--- src/rtl/uart_pkg.sv ---
// -----------------------------------------------------------------------------
// uart_pkg
// Shared definitions for the UART receive path:
//   - receiver FSM state encoding
//   - parity mode encoding (matches the PARITY parameter of uart_rx)
//   - data width of one character
//   - small bit-level helpers (majority vote, parity check)
// -----------------------------------------------------------------------------
package uart_pkg;

  localparam int UART_DATA_BITS = 32'sd8;

  // Parity modes, compared directly against the integer PARITY parameter
  localparam int PAR_NONE = 32'sd0;
  localparam int PAR_ODD  = 32'sd1;
  localparam int PAR_EVEN = 32'sd2;

  typedef enum logic [2:0] {
    ST_IDLE   = 3'd0,
    ST_START  = 3'd1,
    ST_DATA   = 3'd2,
    ST_PARITY = 3'd3,
    ST_STOP   = 3'd4,
    ST_BREAK  = 3'd5
  } uart_state_e;

  // 2-of-3 majority, used to reject single-sample glitches around mid-bit
  function automatic logic majority3(input logic a, input logic b, input logic c);
    return (a & b) | (a & c) | (b & c);
  endfunction

  // Returns 1 when the received parity bit disagrees with the data for the mode
  function automatic logic parity_bad(input logic [UART_DATA_BITS-1:0] data,
                                      input logic                      par_bit,
                                      input int                        mode);
    logic sum_s;
    sum_s = (^data) ^ par_bit;
    case (mode)
      PAR_ODD:  parity_bad = ~sum_s;
      PAR_EVEN: parity_bad = sum_s;
      default:  parity_bad = 1'b0;
    endcase
  endfunction

endpackage

--- src/rtl/uart_rx_sampler.sv ---
// -----------------------------------------------------------------------------
// uart_rx_sampler
// Line conditioning and bit timing for uart_rx.
//   clk, rst      : clock, asynchronous active-low reset
//   ce            : oversample tick (one clk wide)
//   rx            : asynchronous serial line, idle high
//   run           : 1 while the receiver will be inside a frame next cycle;
//                   0 parks the tick counter at 0
//   rx_s          : synchronised line
//   sample_valid  : one-clk strobe on the ce cycle of the decision tick (M+1)
//   bit_value     : majority vote of rx_s at ticks M-1, M, M+1
//   bit_end       : one-clk strobe on the ce cycle of the last tick of a bit
// -----------------------------------------------------------------------------
module uart_rx_sampler
  import uart_pkg::*;
#(
  parameter int OVERSAMPLE = 16
) (
  input  logic clk,
  input  logic rst,
  input  logic ce,
  input  logic rx,
  input  logic run,
  output logic rx_s,
  output logic sample_valid,
  output logic bit_value,
  output logic bit_end
);

  localparam int MID = OVERSAMPLE / 2;
  localparam int TW  = $clog2(OVERSAMPLE);
  localparam logic [TW-1:0] T_VOTE_A = TW'(MID - 1);
  localparam logic [TW-1:0] T_VOTE_B = TW'(MID);
  localparam logic [TW-1:0] T_DEC    = TW'(MID + 1);
  localparam logic [TW-1:0] T_LAST   = TW'(OVERSAMPLE - 1);
  localparam logic [TW-1:0] T_ONE    = {{(TW-1){1'b0}}, 1'b1};

  logic          rx_meta_r;
  logic          rx_sync_r;
  logic [TW-1:0] tick_r;
  logic          vote_a_r;
  logic          vote_b_r;

  assign rx_s = rx_sync_r;

  // Two-flop synchroniser; resets to the idle line level so reset never looks like a start bit
  always_ff @(posedge clk or negedge rst) begin
    if (!rst) begin
      rx_meta_r <= 1'b1;
      rx_sync_r <= 1'b1;
    end else begin
      rx_meta_r <= rx;
      rx_sync_r <= rx_meta_r;
    end
  end

  // Tick counter: the ce cycle that detects a start edge is tick 0 of the start bit
  always_ff @(posedge clk or negedge rst) begin
    if (!rst) begin
      tick_r <= {TW{1'b0}};
    end else if (!run) begin
      tick_r <= {TW{1'b0}};
    end else if (ce) begin
      tick_r <= (tick_r == T_LAST) ? {TW{1'b0}} : tick_r + T_ONE;
    end else begin
      tick_r <= tick_r;
    end
  end

  // First two of the three vote samples; the third is taken live at the decision tick
  always_ff @(posedge clk or negedge rst) begin
    if (!rst) begin
      vote_a_r <= 1'b1;
      vote_b_r <= 1'b1;
    end else begin
      if (ce && (tick_r == T_VOTE_A)) begin
        vote_a_r <= rx_sync_r;
      end else begin
        vote_a_r <= vote_a_r;
      end
      if (ce && (tick_r == T_VOTE_B)) begin
        vote_b_r <= rx_sync_r;
      end else begin
        vote_b_r <= vote_b_r;
      end
    end
  end

  // Decision strobes; tick_r is parked at 0 outside a frame so these stay low in idle
  always_comb begin
    sample_valid = ce & (tick_r == T_DEC);
    bit_end      = ce & (tick_r == T_LAST);
    bit_value    = majority3(vote_a_r, vote_b_r, rx_sync_r);
  end

endmodule

--- src/rtl/uart_rx.sv ---
// -----------------------------------------------------------------------------
// uart_rx
// UART receive front end: recovers 8N1 / 8O1 / 8E1 frames from an oversampled
// asynchronous line and presents each good byte with a one-clk strobe.
// Parameters:
//   OVERSAMPLE : ce ticks per bit period (even, >= 8)
//   PARITY     : PAR_NONE (0), PAR_ODD (1), PAR_EVEN (2)
// Ports:
//   clk        : system clock, rising edge
//   rst        : asynchronous active-low reset
//   ce         : oversample tick, one clk wide
//   rx         : asynchronous serial line, idle high
//   rx_byte    : last good received byte (named rx_byte because 'byte' is a
//                reserved word); holds between frames
//   byte_dv    : one-clk pulse, rx_byte valid this cycle
//   frame_err  : one-clk pulse, stop bit sampled low
//   parity_err : one-clk pulse, parity mismatch with a good stop bit
//   busy       : high from start-bit detect until return to idle
// The stop bit is resolved at its mid-point, so the receiver is back in idle
// half a bit early and can catch a start edge that follows immediately.
// -----------------------------------------------------------------------------
module uart_rx
  import uart_pkg::*;
#(
  parameter int OVERSAMPLE = 16,
  parameter int PARITY     = 0
) (
  input  logic                      clk,
  input  logic                      rst,
  input  logic                      ce,
  input  logic                      rx,
  output logic [UART_DATA_BITS-1:0] rx_byte,
  output logic                      byte_dv,
  output logic                      frame_err,
  output logic                      parity_err,
  output logic                      busy
);

  localparam int W  = UART_DATA_BITS;
  localparam int CW = $clog2(UART_DATA_BITS);
  localparam logic [CW-1:0] BIT_LAST = CW'(UART_DATA_BITS - 1);
  localparam logic [CW-1:0] CNT_ONE  = {{(CW-1){1'b0}}, 1'b1};

  logic          rx_s;
  logic          sample_valid_s;
  logic          bit_value_s;
  logic          bit_end_s;
  logic          run_s;

  uart_state_e   state_r;
  uart_state_e   state_nxt_s;
  logic [W-1:0]  shift_r;
  logic [W-1:0]  shift_nxt_s;
  logic [CW-1:0] bit_cnt_r;
  logic [CW-1:0] bit_cnt_nxt_s;
  logic          par_bad_r;
  logic          par_bad_nxt_s;
  logic [W-1:0]  byte_r;
  logic [W-1:0]  byte_nxt_s;
  logic          dv_r;
  logic          dv_nxt_s;
  logic          ferr_r;
  logic          ferr_nxt_s;
  logic          perr_r;
  logic          perr_nxt_s;
  logic          busy_r;

  uart_rx_sampler #(
    .OVERSAMPLE (OVERSAMPLE)
  ) u_sampler (
    .clk          (clk),
    .rst          (rst),
    .ce           (ce),
    .rx           (rx),
    .run          (run_s),
    .rx_s         (rx_s),
    .sample_valid (sample_valid_s),
    .bit_value    (bit_value_s),
    .bit_end      (bit_end_s)
  );

  // The tick counter keeps running only while the next state is inside a frame
  assign run_s = (state_nxt_s != ST_IDLE);

  // Receiver FSM next-state and datapath next values; everything holds when ce is low
  always_comb begin
    state_nxt_s   = state_r;
    shift_nxt_s   = shift_r;
    bit_cnt_nxt_s = bit_cnt_r;
    par_bad_nxt_s = par_bad_r;
    byte_nxt_s    = byte_r;
    dv_nxt_s      = 1'b0;
    ferr_nxt_s    = 1'b0;
    perr_nxt_s    = 1'b0;
    if (ce) begin
      case (state_r)
        ST_IDLE: begin
          if (!rx_s) begin
            state_nxt_s   = ST_START;
            bit_cnt_nxt_s = {CW{1'b0}};
            par_bad_nxt_s = 1'b0;
          end else begin
            state_nxt_s = ST_IDLE;
          end
        end
        ST_START: begin
          // A start bit that votes high at mid-bit was a glitch
          if (sample_valid_s && bit_value_s) begin
            state_nxt_s = ST_IDLE;
          end else if (bit_end_s) begin
            state_nxt_s = ST_DATA;
          end else begin
            state_nxt_s = ST_START;
          end
        end
        ST_DATA: begin
          if (sample_valid_s) begin
            shift_nxt_s = {bit_value_s, shift_r[W-1:1]};
          end else begin
            shift_nxt_s = shift_r;
          end
          if (bit_end_s) begin
            if (bit_cnt_r == BIT_LAST) begin
              state_nxt_s = (PARITY != PAR_NONE) ? ST_PARITY : ST_STOP;
            end else begin
              bit_cnt_nxt_s = bit_cnt_r + CNT_ONE;
            end
          end else begin
            state_nxt_s = ST_DATA;
          end
        end
        ST_PARITY: begin
          if (sample_valid_s) begin
            par_bad_nxt_s = parity_bad(shift_r, bit_value_s, PARITY);
          end else begin
            par_bad_nxt_s = par_bad_r;
          end
          if (bit_end_s) begin
            state_nxt_s = ST_STOP;
          end else begin
            state_nxt_s = ST_PARITY;
          end
        end
        ST_STOP: begin
          // Resolved at mid-bit; a framing error masks any parity result
          if (sample_valid_s) begin
            if (bit_value_s) begin
              state_nxt_s = ST_IDLE;
              if (par_bad_r) begin
                perr_nxt_s = 1'b1;
              end else begin
                dv_nxt_s   = 1'b1;
                byte_nxt_s = shift_r;
              end
            end else begin
              state_nxt_s = ST_BREAK;
              ferr_nxt_s  = 1'b1;
            end
          end else begin
            state_nxt_s = ST_STOP;
          end
        end
        ST_BREAK: begin
          if (rx_s) begin
            state_nxt_s = ST_IDLE;
          end else begin
            state_nxt_s = ST_BREAK;
          end
        end
        default: begin
          state_nxt_s = ST_IDLE;
        end
      endcase
    end else begin
      state_nxt_s = state_r;
    end
  end

  // State, datapath and registered outputs
  always_ff @(posedge clk or negedge rst) begin
    if (!rst) begin
      state_r   <= ST_IDLE;
      shift_r   <= {W{1'b0}};
      bit_cnt_r <= {CW{1'b0}};
      par_bad_r <= 1'b0;
      byte_r    <= {W{1'b0}};
      dv_r      <= 1'b0;
      ferr_r    <= 1'b0;
      perr_r    <= 1'b0;
      busy_r    <= 1'b0;
    end else begin
      state_r   <= state_nxt_s;
      shift_r   <= shift_nxt_s;
      bit_cnt_r <= bit_cnt_nxt_s;
      par_bad_r <= par_bad_nxt_s;
      byte_r    <= byte_nxt_s;
      dv_r      <= dv_nxt_s;
      ferr_r    <= ferr_nxt_s;
      perr_r    <= perr_nxt_s;
      busy_r    <= (state_nxt_s != ST_IDLE);
    end
  end

  assign rx_byte    = byte_r;
  assign byte_dv    = dv_r;
  assign frame_err  = ferr_r;
  assign parity_err = perr_r;
  assign busy       = busy_r;

endmodule

--- config.mk ---
export PLATFORM = sky130hd
export DESIGN_NAME = uart_rx
export DESIGN_NICKNAME = d
export VERILOG_FILES = /design/src/rtl/uart_pkg.sv /design/src/rtl/uart_rx_sampler.sv /design/src/rtl/uart_rx.sv
export SDC_FILE = /design/constraint.sdc
export NUM_CORES = 1
export LEC_CHECK = 0
export ABC_CLOCK_PERIOD_IN_PS = 2000
export CORE_MARGIN = 3
export CORE_UTILIZATION = 50
export CTS_CLUSTER_SIZE = 20
export DETAILED_ROUTE_END_ITERATION = 7
export PLACE_DENSITY = 0.69
export SLEW_MARGIN = 40
export SYNTH_ARGS = -nofsm -noshare
export SYNTH_HDL_FRONTEND = slang
export SYNTH_SLANG_ARGS = --single-unit
--- constraint.sdc ---
create_clock -name clk -period 2 [get_ports clk]
set_input_delay 0.3 -clock clk [delete_from_list [all_inputs] [get_ports clk]]
set_output_delay 0.3 -clock clk [all_outputs]
set_load 0.02 [all_outputs]
== Word-level counts from Yosys, hierarchy flattened ==
Index checks and enable logic that the tools add are counted.
Storage, ports and cells
  word-level logic and storage cells: 85
  ROM bits: 0
  register bits after elaboration: 35
  latch bits: 0
  output and inout bits: 12
  input port bits: 4
  memories kept: 0
  RAM bits: 0
Cells by class
  magnitude comparators: 0
  $add $sub $neg: 2
  $mul: 0
  equality and inequality tests: 15
  div/mod/pow operators: 0
  reduce and logical (&&, ||, !) cells: 11
  shift-type cells: 0
  multiplexer cells: 35
  bitwise gates (word level): 8
Operator list (number)
  $mux 3: 10
  $pmux 3 s6: 1
  $mux 1: 17
  $eq 4x4->1 const B: 3
  $mux 4: 3
  $ne 2x2->1 const B: 5
  $reduce_and 5->1: 2
  $eq 3x3->1 const B: 3
  $eq 3x2->1 const B: 2
  $pmux 3 s2: 1
  $and 1x1->1: 5
  $add 4x1->4 const B: 1
  $eq 4x3->1 const B: 1
  $mux 2: 2
  $reduce_and 4->1: 1
  $reduce_bool 2->1: 2
  $add 3x1->3 const B: 1
  $eq 3x1->1 const B: 1
  $logic_and 1x1->1: 3
  $logic_not 3->1: 1
  $reduce_and 3->1: 1
  $reduce_bool 3->1: 1
  $or 1x1->1: 2
  $pmux 1 s2: 1
  $not 1->1: 1

== Longest topological paths before layout ==
Gate-level depths: netlist of run 1.
  depth after elaboration: 9
  gate-level depth with buffers: 7

== By module ==
A second synthesis of run 1 with hierarchy kept.
Unflattened totals
  cells, all modules: 121
  area, all modules: 1546.5 um^2
By module, submodules not included
  uart_rx: seq. area each 625.6 um^2, times used 1, area an instance 1132.3 um^2, cells each 85
  uart_rx_sampler: seq. area each 205.2 um^2, times used 1, area an instance 414.1 um^2, cells each 36

== Worst setup path before layout of run 1 ==
OpenSTA, ideal clock, no wires.
  path type: register to register
  start point: reg u_sampler.tick_r[1]
  end point: reg u_sampler.tick_r[0]
  clock period less this slack: 1.636 ns
  path slack: 0.364 ns
  required time: 1.866 ns
  buffers on the path: 0
  cell stages (with the launch flop): 8
  data arrival time: 1.502 ns
  cell sequence: dfrtp_1 -> inv_1 -> ha_1 -> and4b_1 -> a211o_1 -> o311ai_2 -> a311oi_2 -> nor2_1
On the way
  elaborated cells between the ends (all ways): 17
  those cells by class: eq/ne (3); mux (10); bitwise (2); reduce/logical (2)
RTL lines
  start, declared: RTL line uart_rx_sampler.sv:40  | logic [TW-1:0] tick_r;
  start signal, assigned: RTL line uart_rx_sampler.sv:60  | tick_r <= {TW{1'b0}};
  start signal, assigned: RTL line uart_rx_sampler.sv:62  | tick_r <= {TW{1'b0}};
  start signal, assigned: RTL line uart_rx_sampler.sv:64  | tick_r <= (tick_r == T_LAST) ? {TW{1'b0}} : tick_r + T_ONE;
  $eq 4x4->1, on equally long branches: RTL line uart_rx_sampler.sv:91, uart_rx_sampler.sv:92
  $and 1x1->1, on equally long branches: RTL line uart_rx_sampler.sv:91, uart_rx_sampler.sv:92
  $mux 3, on equally long branches: RTL line uart_rx.sv:146, uart_rx.sv:122, uart_rx.sv:138
  $pmux 3 s6 *: RTL line uart_rx.sv:96  | case (state_r)
  $mux 3 *: RTL line uart_rx.sv:95  | if (ce) begin
  named net state_nxt_s[2]: RTL line uart_rx.sv:51  | uart_state_e state_nxt_s;
  $reduce_bool 3->1 *: RTL line uart_rx.sv:83  | assign run_s = (state_nxt_s != ST_IDLE);
  $ne 2x2->1 (no line) / $mux 4 (equally long branches)
The timed path passes the listed nets; every way through them passes the cells marked *. The select of a mux whose other input is x is not followed.
A chain may end at the register's enable or synchronous reset.

== Final worst setup path of run 1 ==
  start point: reg u_sampler.tick_r[1]
  end point: reg u_sampler.tick_r[1]
The elaborated chain is that of the path after synthesis.

==> metrics.txt, run 1 <==
outcome=completed; grt ovf=0; clock period minus worst slack=between 1.5 and 2 ns; RSZ-0062 raised after global routing=false; ys flop type=dfrtp_1; die height=~62 um; r2r setup slk=between 0.15 and 0.2 ns; leakage=0.872 nW; ys async rst share=1.00; HP Class=in -> async; ratio of cells with drive above 1 in the final layout=0.308; CP peak stage delay=0.44 ns; core area=2850 um2; IO buf count=14; crit share post-route=0.918; Compound-Gate Fraction of Synth Area=0.0729; dpl cells=169; final-report setup violation count=0; ranking of synthesized cells by area=dfrtp_1 47%, mux2_2 15%, dfstp_2 6.8%, ha_1 4.0%, nor2_1 1.7%; Non-Filler Instances=~180; met2 usage=0.227; Pwr Density=847 nW/um2; number of routed nets with antenna violations=0; grt peak-use layer=met2; Final Hold Viols=0; die width=61.6 um; CTS tree=done; initial core utilization=0.542; CP Class=reg -> reg; DR vias=approximately 1000; post-synthesis adder-cell area fraction=0.0478; most frequent cells in the layout=29 x dfrtp_1, 21 x mux2_2, 14 x clkdlybuf4s50_1, 7 x nor2_1; Synth Area in Simple Gates=0.137; worst-skew pair later-pin latency=0.32 ns; CP Depth=7; share of the synthesized area in the top cell type=0.470; synth warn=0; sequential share of the synthesized area=0.538; dpl ws=-0.115 ns; worst-path cell chain=inv_1 -> ha_1 -> and4b_1 -> a211o_1 -> o311ai_2 -> a311oi_2 -> nor2_1; largest area contributor in the netlist=dfrtp_1; clk_skew=0.0113 ns; diode count=0; Worst Setup End Kind=flip-flop; CTS-repair resized insts=0; first-pass GRT wire length=4.29 mm; met1 Use GR=0.213; Synth Net Count=130; Detailed Route Iter0 Violations=43; worst path arrival time=2.03 ns; hold_buf cts=0; Clock Path Buffers=2; CTS sink cnt=33; max-cap violations=0; # rows=19; fmax=between 0.5 and 0.6 GHz; largest net degree at the start of global routing=34; mean number of vias per cell=5.62; cell count of the worst reg-to-reg path=7; drt drc=0; H-Tree Level Count=2; WL final=between 2 and 2.5 mm; Worst Setup Start Kind=flip-flop; CP top delay family=compound AO/OA/AOI/OAI gates; CP bufs+invs=1; Synth Instances=121; I/O pin cnt=16; synthesis-to-finish area growth=17.1%; Worst Path Required=2.19 ns; final core occ=0.634; Setup Fix Bufs, Post-CTS=0; synthesized area=between 1500 and 2000 um2; post-synthesis mux area share=0.166; Post-DP HPWL=1.83 mm; number of synthesized register bits=33; vias in the first global route=971; peak supply drop=0.598 mV; grt met3 use=0.0503; Syn Area/Cell=12.8 um2; final worst slack=0.164 ns; Post-Synth XOR/XNOR Area=0.00567; initial antenna violation count=0; reg2reg start=u_sampler.tick_r[1]; master of the slowest instance on the critical path=a311oi_2; layout net count=154; RePlAce Congestion=0.850; number of flops mapped to enable cells by yosys=0; total CTS buffers=5; Worst R2R End=u_sampler.tick_r[1]; main combinational cell family by area after synthesis=multiplexers; root buffer cell=clkbuf_4; Synth cell types=40; Slew Limit Fails=0; Critical Path Fanout Max=5; commonest non-fill, non-tap cell in the layout=dfrtp_1; DIE AREA=3790 um2; Total Routing Usage GR=0.157; wire length per cell=14.0 um; clock edge transition at the registers on the reported setup and hold paths=around 0.1 ns; drt pass-1 iters=4
==> stage by stage <==
step / cell area [um2] / setup TNS (ns) / total power [mW] / hold slack [ns]
after floorplan: 1550 / 0 / 1.10 / 0.00441
after global placement: 1760 / -0.113 / 1.20 / 0.346
after detailed placement: 1760 / -0.701 / 1.21 / 0.347
after CTS: 1810 / 0 / 1.55 / 0.360
after global routing: 1810 / 0 / 1.63 / 0.360
final: 1810 / 0 / 1.53 / 0.359
==> registers in the layout (all words and copies together) (netlist names), 3 cells and up <==
| register | flops |
|---|---|
| shift_r | 8 |
| rx_byte | 8 |
| u_sampler.tick_r | 4 |
| state_r | 3 |
| bit_cnt_r | 3 |
==> cell families after synthesis <==
group / after synthesis
AND/OR/NAND/NOR: 34
AO/OA/AOI/OAI: 14
multiplexers: 23
flip-flops: 33
other: 1
XOR/XNOR: 1
adder cells (fa/ha/maj): 6
buffers and inverters: 9
==> area by class of cell <==
class	instances	area (um2)
multi-input cells	79	667
flip-flops and latches	33	831
inverters	5	18.8
clock buffers	8	48.8
repair buffers	21	205
fillers	234	1040
well taps	31	38.8
==> worst reg2reg max path, delay by kind of cell (launching register included) <==
kind | cells | cell delay (ns)
buffers and inverters | 1 | 0.10
AND/OR/NAND/NOR | 2 | 0.30
adder cells (fa/ha/maj) | 1 | 0.22
flip-flops | 1 | 0.42
AO/OA/AOI/OAI | 3 | 0.68
==> per-layer routing <==
layer | wire [um] | vias up
met5 | 0 | -
met4 | 34 | 0
met3 | 92 | 5
met2 | 1170 | 17
met1 | 1180 | 486
li1 | - | 487
==> synth_stat cells (2+ instances only) <==
library cell  instances
and3_1                3
inv_1                 5
nor3b_1               2
o21ai_0               2
nand2_1               6
nand4b_1              2
dfrtp_1              29
nand3_1               2
buf_2                 2
a21oi_1               2
dfstp_2               4
ha_1                  5
mux2i_1               2
nor2_1                7
a31oi_1               2
nand2b_1              2
mux2_2               21
==> worst max-delay path by stage <==
stage                              from                  end  slack, ns
floorplan           u_sampler.tick_r[1]  u_sampler.tick_r[0]       0.36
global placement                     ce         bit_cnt_r[0]      -0.02
detailed placement                   ce  u_sampler.tick_r[1]      -0.12
CTS                 u_sampler.tick_r[1]  u_sampler.tick_r[1]       0.14
global route        u_sampler.tick_r[1]  u_sampler.tick_r[1]       0.01
finish              u_sampler.tick_r[1]  u_sampler.tick_r[1]       0.16
==> power by group <==
part / leakage [nW] / total (mW) / switching, mW / internal, mW
combinational: 0.411 / 0.354 / 0.189 / 0.165
sequential: 0.434 / 0.840 / 0.0872 / 0.752
clock: 0.0265 / 0.340 / 0.200 / 0.140
total: 0.872 / 1.53 / 0.476 / 1.06
(Power assumes the default switching activity.)
==> inputs of run 2 (changes only) <==
--- a/config.mk
+++ b/config.mk
@@ -6,10 +6,12 @@
 export NUM_CORES = 1
 export LEC_CHECK = 0
 export ABC_CLOCK_PERIOD_IN_PS = 2000
+export CORE_ASPECT_RATIO = 0.75
 export CORE_MARGIN = 3
 export CORE_UTILIZATION = 50
 export CTS_CLUSTER_SIZE = 20
 export DETAILED_ROUTE_END_ITERATION = 7
+export GPL_TIMING_DRIVEN = 0
 export PLACE_DENSITY = 0.69
 export SLEW_MARGIN = 40
 export SYNTH_ARGS = -nofsm -noshare
==> metrics.txt, run 2 (synthesis results as in run 1) <==
outcome=completed; total power=1.69 mW (+11%); final worst slack=0.175 ns (+0.0107 ns); RePlAce Congestion=0.767 (-9.7%); Pwr Density=909 nW/um2 (+7.3%); number of routed nets with antenna violations=0 (unchanged); wire length per cell=15.6 um (+11%); Worst Path Required=2.15 ns (-0.04 ns); Detailed Route Iter0 Violations=51 (+19%); CTS sink cnt=33 (unchanged); max-cap violations=0 (unchanged); mean number of vias per cell=5.57 (-0.83%); diode count=0 (unchanged); IO buf count=14 (unchanged); final core occ=0.670 (+0.0358); Final Hold Viols=0 (unchanged); die height=54.1 um (-12%); root buffer cell=clkbuf_8; most frequent cells in the layout=29 x dfrtp_1, 21 x mux2_2, 12 x clkdlybuf4s50_1, 7 x nor2_1; Final Hold Slack=0.362 ns (+0.00360 ns); grt ovf=0 (unchanged); Worst Setup Start Kind=flip-flop; layout net count=153 (-0.65%); DR vias=1009 (+1.4%); Non-Filler Instances=181 (+2.3%); drt pass-1 iters=4 (unchanged); Post-DP HPWL=2.04 mm (+11%); Critical Path Fanout Max=5 (unchanged); grt peak-use layer=met2; CP Class=reg -> reg; Worst Setup End Kind=flip-flop; drt drc=0 (unchanged); dpl cells=172 (+1.8%); first-pass GRT wire length=4.51 mm (+5.2%); r2r setup slk=0.17 ns (about the same); met1 Use GR=0.215 (+0.00219); grt met3 use=0.0448 (-0.00554); peak supply drop=0.677 mV (+13%); H-Tree Level Count=2 (unchanged); met2 usage=0.241 (+0.0142); fmax=0.548 GHz (+0.59%); total CTS buffers=5 (unchanged); worst path arrival time=1.97 ns (-0.06 ns); # rows=16 (-3); Slew @ Worst Pin=~0.50 ns; core area=2780 um2 (-2.5%); WL final=2.82 mm (+14%); I/O pin cnt=16 (unchanged); placed instance area=1750 um2 (-0.43%); worst-path cell chain=inv_1 -> ha_1 -> and4b_1 -> a211o_1 -> o311ai_2 -> a311oi_4 -> nor2_1; largest net degree at the start of global routing=25 (-26%); area of the multi-input gates=686 um2 (+2.8%); CP peak stage delay=0.41 ns (-0.03 ns); Max-slew headroom=0.666; worst-skew pair later-pin latency=0.28 ns (-0.04 ns); clock period minus worst slack=1.83 ns (-0.0107 ns); DIE AREA=3800 um2 (+0.19%); Slew Limit Fails=0 (unchanged); crit share post-route=0.913 (-0.00535); synthesis-to-finish area growth=20.6%; Total Routing Usage GR=0.159 (+0.00187); clock edge transition at the registers on the reported setup and hold paths=0.06 ns (-0.04 ns); clk_skew=0.00418 ns (-0.00710 ns); Filler cells=214 (-8.5%); vias in the first global route=966 (-0.51%); Final Cell Area=1860 um2 (+3.0%); Clock Path Buffers=2 (unchanged); Storage cell area=831 um2 (unchanged); master of the slowest instance on the critical path=dfrtp_1; CTS tree=done; commonest non-fill, non-tap cell in the layout=dfrtp_1; dpl ws=-0.211 ns (-0.0954 ns); Setup Fix Bufs, Post-CTS=0 (unchanged); HP Class=reg -> reg; leakage=0.900 nW (+3.2%); ratio of cells with drive above 1 in the final layout=0.317 (+0.00902); setup TNS=0 ns (unchanged); RSZ-0062 raised after global routing=false; initial antenna violation count=0 (unchanged); die width=70.2 um (+14%); final-report setup violation count=0 (unchanged); initial core utilization=0.555 (+0.0136)
## run 2: cell count changes in the layout (fill, tap and decap cells not counted), sizes merged
cell,previous run,this run
clkdlybuf4s50,14,12
dlygate4sd3,0,1
dlymetal6s2s,0,1
buf,7,6
## run 2: power breakdown
group | internal [mW] | switching, mW
clock | 0.247 | 0.221
sequential | 0.754 | 0.0746
combinational | 0.183 | 0.215
## run 2: cell type report
class,instances,share of cell area
clock buffer,8,0.0430
sequential,33,0.446
buffer,4,0.0154
multi-input combinational,79,0.368
inverter,5,0.0101
tap,36,0.0242
timing repair buffer,16,0.0940
## run 2: worst paths after layout
path | cells after the start | to | start
worst max-delay path | 7 | u_sampler.tick_r[2] | u_sampler.tick_r[1]
worst min-delay path | 0 | u_sampler.rx_s | u_sampler.rx_meta_r
worst max register to register | 7 | u_sampler.tick_r[2] | u_sampler.tick_r[1]
worst min register to register | 0 | u_sampler.rx_s | u_sampler.rx_meta_r
max in group asynchronous | 3 | u_sampler.vote_a_r | rst
min in group asynchronous | 2 | u_sampler.tick_r[3] | rst
## run 2: repair_timing
item / CTS / global route
hold endpoints to repair: 9 / 0
endpoints found under the setup margin: 0 / 7
hold buffers: 1 / 0
gates resized for setup: 0 / 4
## run 2: worst max-delay path, delay by kind of cell, from the launching register on
kind | cells | cell delay [ns]
AO/OA/AOI/OAI | 3 | 0.67
adder cells (fa/ha/maj) | 1 | 0.22
buffers and inverters | 1 | 0.11
flip-flops | 1 | 0.41
AND/OR/NAND/NOR | 2 | 0.29
## run 2: layer usage
layer,vias up,wire (um)
met4,0,12
met2,18,1320
met1,506,1390
met3,2,99
li1,483,-
met5,-,0
==> inputs of run 3 (changes only) <==
--- a/config.mk
+++ b/config.mk
@@ -5,14 +5,15 @@
 export SDC_FILE = /design/constraint.sdc
 export NUM_CORES = 1
 export LEC_CHECK = 0
-export ABC_CLOCK_PERIOD_IN_PS = 2000
+export ABC_AREA = 0
+export ABC_CLOCK_PERIOD_IN_PS = 1500
 export CORE_ASPECT_RATIO = 0.75
 export CORE_MARGIN = 3
 export CORE_UTILIZATION = 50
 export CTS_CLUSTER_SIZE = 20
 export DETAILED_ROUTE_END_ITERATION = 7
 export GPL_TIMING_DRIVEN = 0
-export PLACE_DENSITY = 0.69
+export PLACE_DENSITY = 0.71
 export SLEW_MARGIN = 40
 export SYNTH_ARGS = -nofsm -noshare
 export SYNTH_HDL_FRONTEND = slang
==> constraint.sdc (replaced) <==
create_clock -name clk -period 1.5 [get_ports clk]
set_input_delay 0.225 -clock clk [delete_from_list [all_inputs] [get_ports clk]]
set_output_delay 0.225 -clock clk [all_outputs]
set_load 0.02 [all_outputs]
==> metrics.txt, run 3 (synthesis results as in run 1) <==
wire length per cell=15.6 um (+0.28%); CP Class=reg -> reg; routed wl met3=148 um (+49%); die height=54.1 um (unchanged); clock period minus worst slack=1.75 ns (-0.0774 ns); drt drc=0 (unchanged); Final Hold Slack=0.344 ns (-0.0180 ns); initial core utilization=0.555 (unchanged); commonest non-fill, non-tap cell in the layout=dfrtp_1; layout net count=163 (+6.5%); Pwr Density=1250 nW/um2 (+38%); DIE AREA=3800 um2 (unchanged); Total Routing Usage GR=0.176 (+0.0178); final core occ=0.746 (+0.0755); drt pass-1 iters=4 (unchanged); grt ovf=0 (unchanged); largest net degree at the start of global routing=23 (-8.0%); # rows=16 (unchanged); peak supply drop=1.05 mV (+55%); IO buf count=14 (unchanged); die width=70.2 um (unchanged); failing checks=setup timing; CTS tree=done; routed wl met2=1.29 mm (-1.9%); RSZ-0062 raised after global routing=true; mean number of vias per cell=5.46 (-2.0%); WL met1=1.49 mm (+7.2%); WL final=2.98 mm (+5.8%); Worst Setup Start Kind=flip-flop; max-cap violations=0 (unchanged); ratio of cells with drive above 1 in the final layout=0.445 (+0.128); Post-DP HPWL=1.95 mm (-4.0%); root buffer cell=clkbuf_8; Worst Path Required=1.71 ns (-0.44 ns); vias in the first global route=1041 (+7.8%); Worst Setup End Kind=flip-flop; core area=2780 um2 (unchanged); most frequent cells in the layout=27 x dfrtp_1, 13 x mux2_2, 8 x mux2_4, 8 x buf_4, 8 x clkdlybuf4s50_1; Critical Path Fanout Max=6 (+1); Slew Limit Fails=0 (unchanged); I/O pin cnt=16 (unchanged); Detailed Route Iter0 Violations=75 (+47%); total power=2.59 mW (+53%); setup TNS=-4.01 ns (-4.01 ns); Clock Path Buffers=2 (unchanged); clock edge transition at the registers on the reported setup and hold paths=0.06 ns (about the same); CTS sink cnt=33 (unchanged); crit share post-route=1.17 (+0.253); first-pass GRT wire length=4.95 mm (+9.6%); fmax=0.572 GHz (+4.4%); total CTS buffers=5 (unchanged); Filler cells=174 (-19%); DR vias=1043 (+3.4%); synthesis-to-finish area growth=34.3%; DR top layer=met4; RePlAce Congestion=0.772 (+0.60%); Final Hold Viols=0 (unchanged); H-Tree Level Count=2 (unchanged); worst-skew pair later-pin latency=0.29 ns (about the same); number of routed nets with antenna violations=0 (unchanged); final-report setup violation count=25 (+25); worst path arrival time=1.96 ns (about the same); outcome=complete, but fails checks; diode count=0 (unchanged); HP Class=in -> reg; leakage=1.05 nW (+17%); initial antenna violation count=0 (unchanged); clk_skew=0.00538 ns (+0.00120 ns); final worst slack=-0.248 ns (-0.423 ns)
==> run 3: stage by stage <==
step	std cells	instance area (um2)	setup slack [ns]
CTS	186	2010	-0.230
detailed placement	172	1790	-0.668
global placement	171	1770	-0.651
finish	191	2070	-0.248
floorplan	121	1580	-0.0417
global route	191	2070	-0.316
==> run 3: final timing paths <==
| check | startpoint | to | slack [ns] | depth (start not counted) |
|---|---|---|---|---|
| worst min-delay path | rx | u_sampler.rx_meta_r | 0.34 | 1 |
| max in group asynchronous | rst | u_sampler.vote_a_r | 0.64 | 3 |
| worst min register to register | u_sampler.rx_meta_r | u_sampler.rx_s | 0.36 | 0 |
| min in group asynchronous | rst | busy | 0.37 | 2 |
| worst max register to register | u_sampler.tick_r[1] | u_sampler.tick_r[3] | -0.25 | 8 |
| worst max-delay path | u_sampler.tick_r[1] | u_sampler.tick_r[3] | -0.25 | 8 |
==> run 3: critical path, stage by stage (launching register included) <==
cell,delay (ns)
dfrtp_2,0.43
buf_4,0.15
ha_4,0.17
and4_2,0.20
o32a_1,0.18
o21ai_2,0.16
a311oi_2,0.10
buf_4,0.17
a21oi_1,0.11
==> run 3: metal layers <==
metal | vias up | global-route usage
met5 | - | 0
met4 | 0 | 0.0955
met3 | 6 | 0.0466
met2 | 23 | 0.265
met1 | 511 | 0.236
li1 | 503 | -
==> run 3: layout make-up <==
cell class,instances,area [um2],area share
Multi-Input combinational cell,80,776,0.374
Inverter,5,18.8,0.00905
Buffer,4,28.8,0.0139
Clock buffer,6,72.6,0.0350
Timing Repair Buffer,25,265,0.128
Clock inverter,2,35.0,0.0169
Sequential cell,33,833,0.402
Tap cell,36,45.0,0.0217
==> run 3: timing repair <==
action | 4_1_cts | 5_1_grt
pin swaps | 2 | 6
buffers inserted | 5 | 4
setup endpoints to repair | 25 | 29
hold buffers | 1 | 0
cloned | 0 | 1
gates resized for setup | 15 | 8
hold endpoints to repair | 11 | 0
==> run 3: where the power goes <==
group          total (mW)  internal, mW  switching (mW)
registers            1.12          1.01           0.113
clock network       0.801         0.492           0.308
logic               0.671         0.340           0.331
total                2.59          1.84           0.752
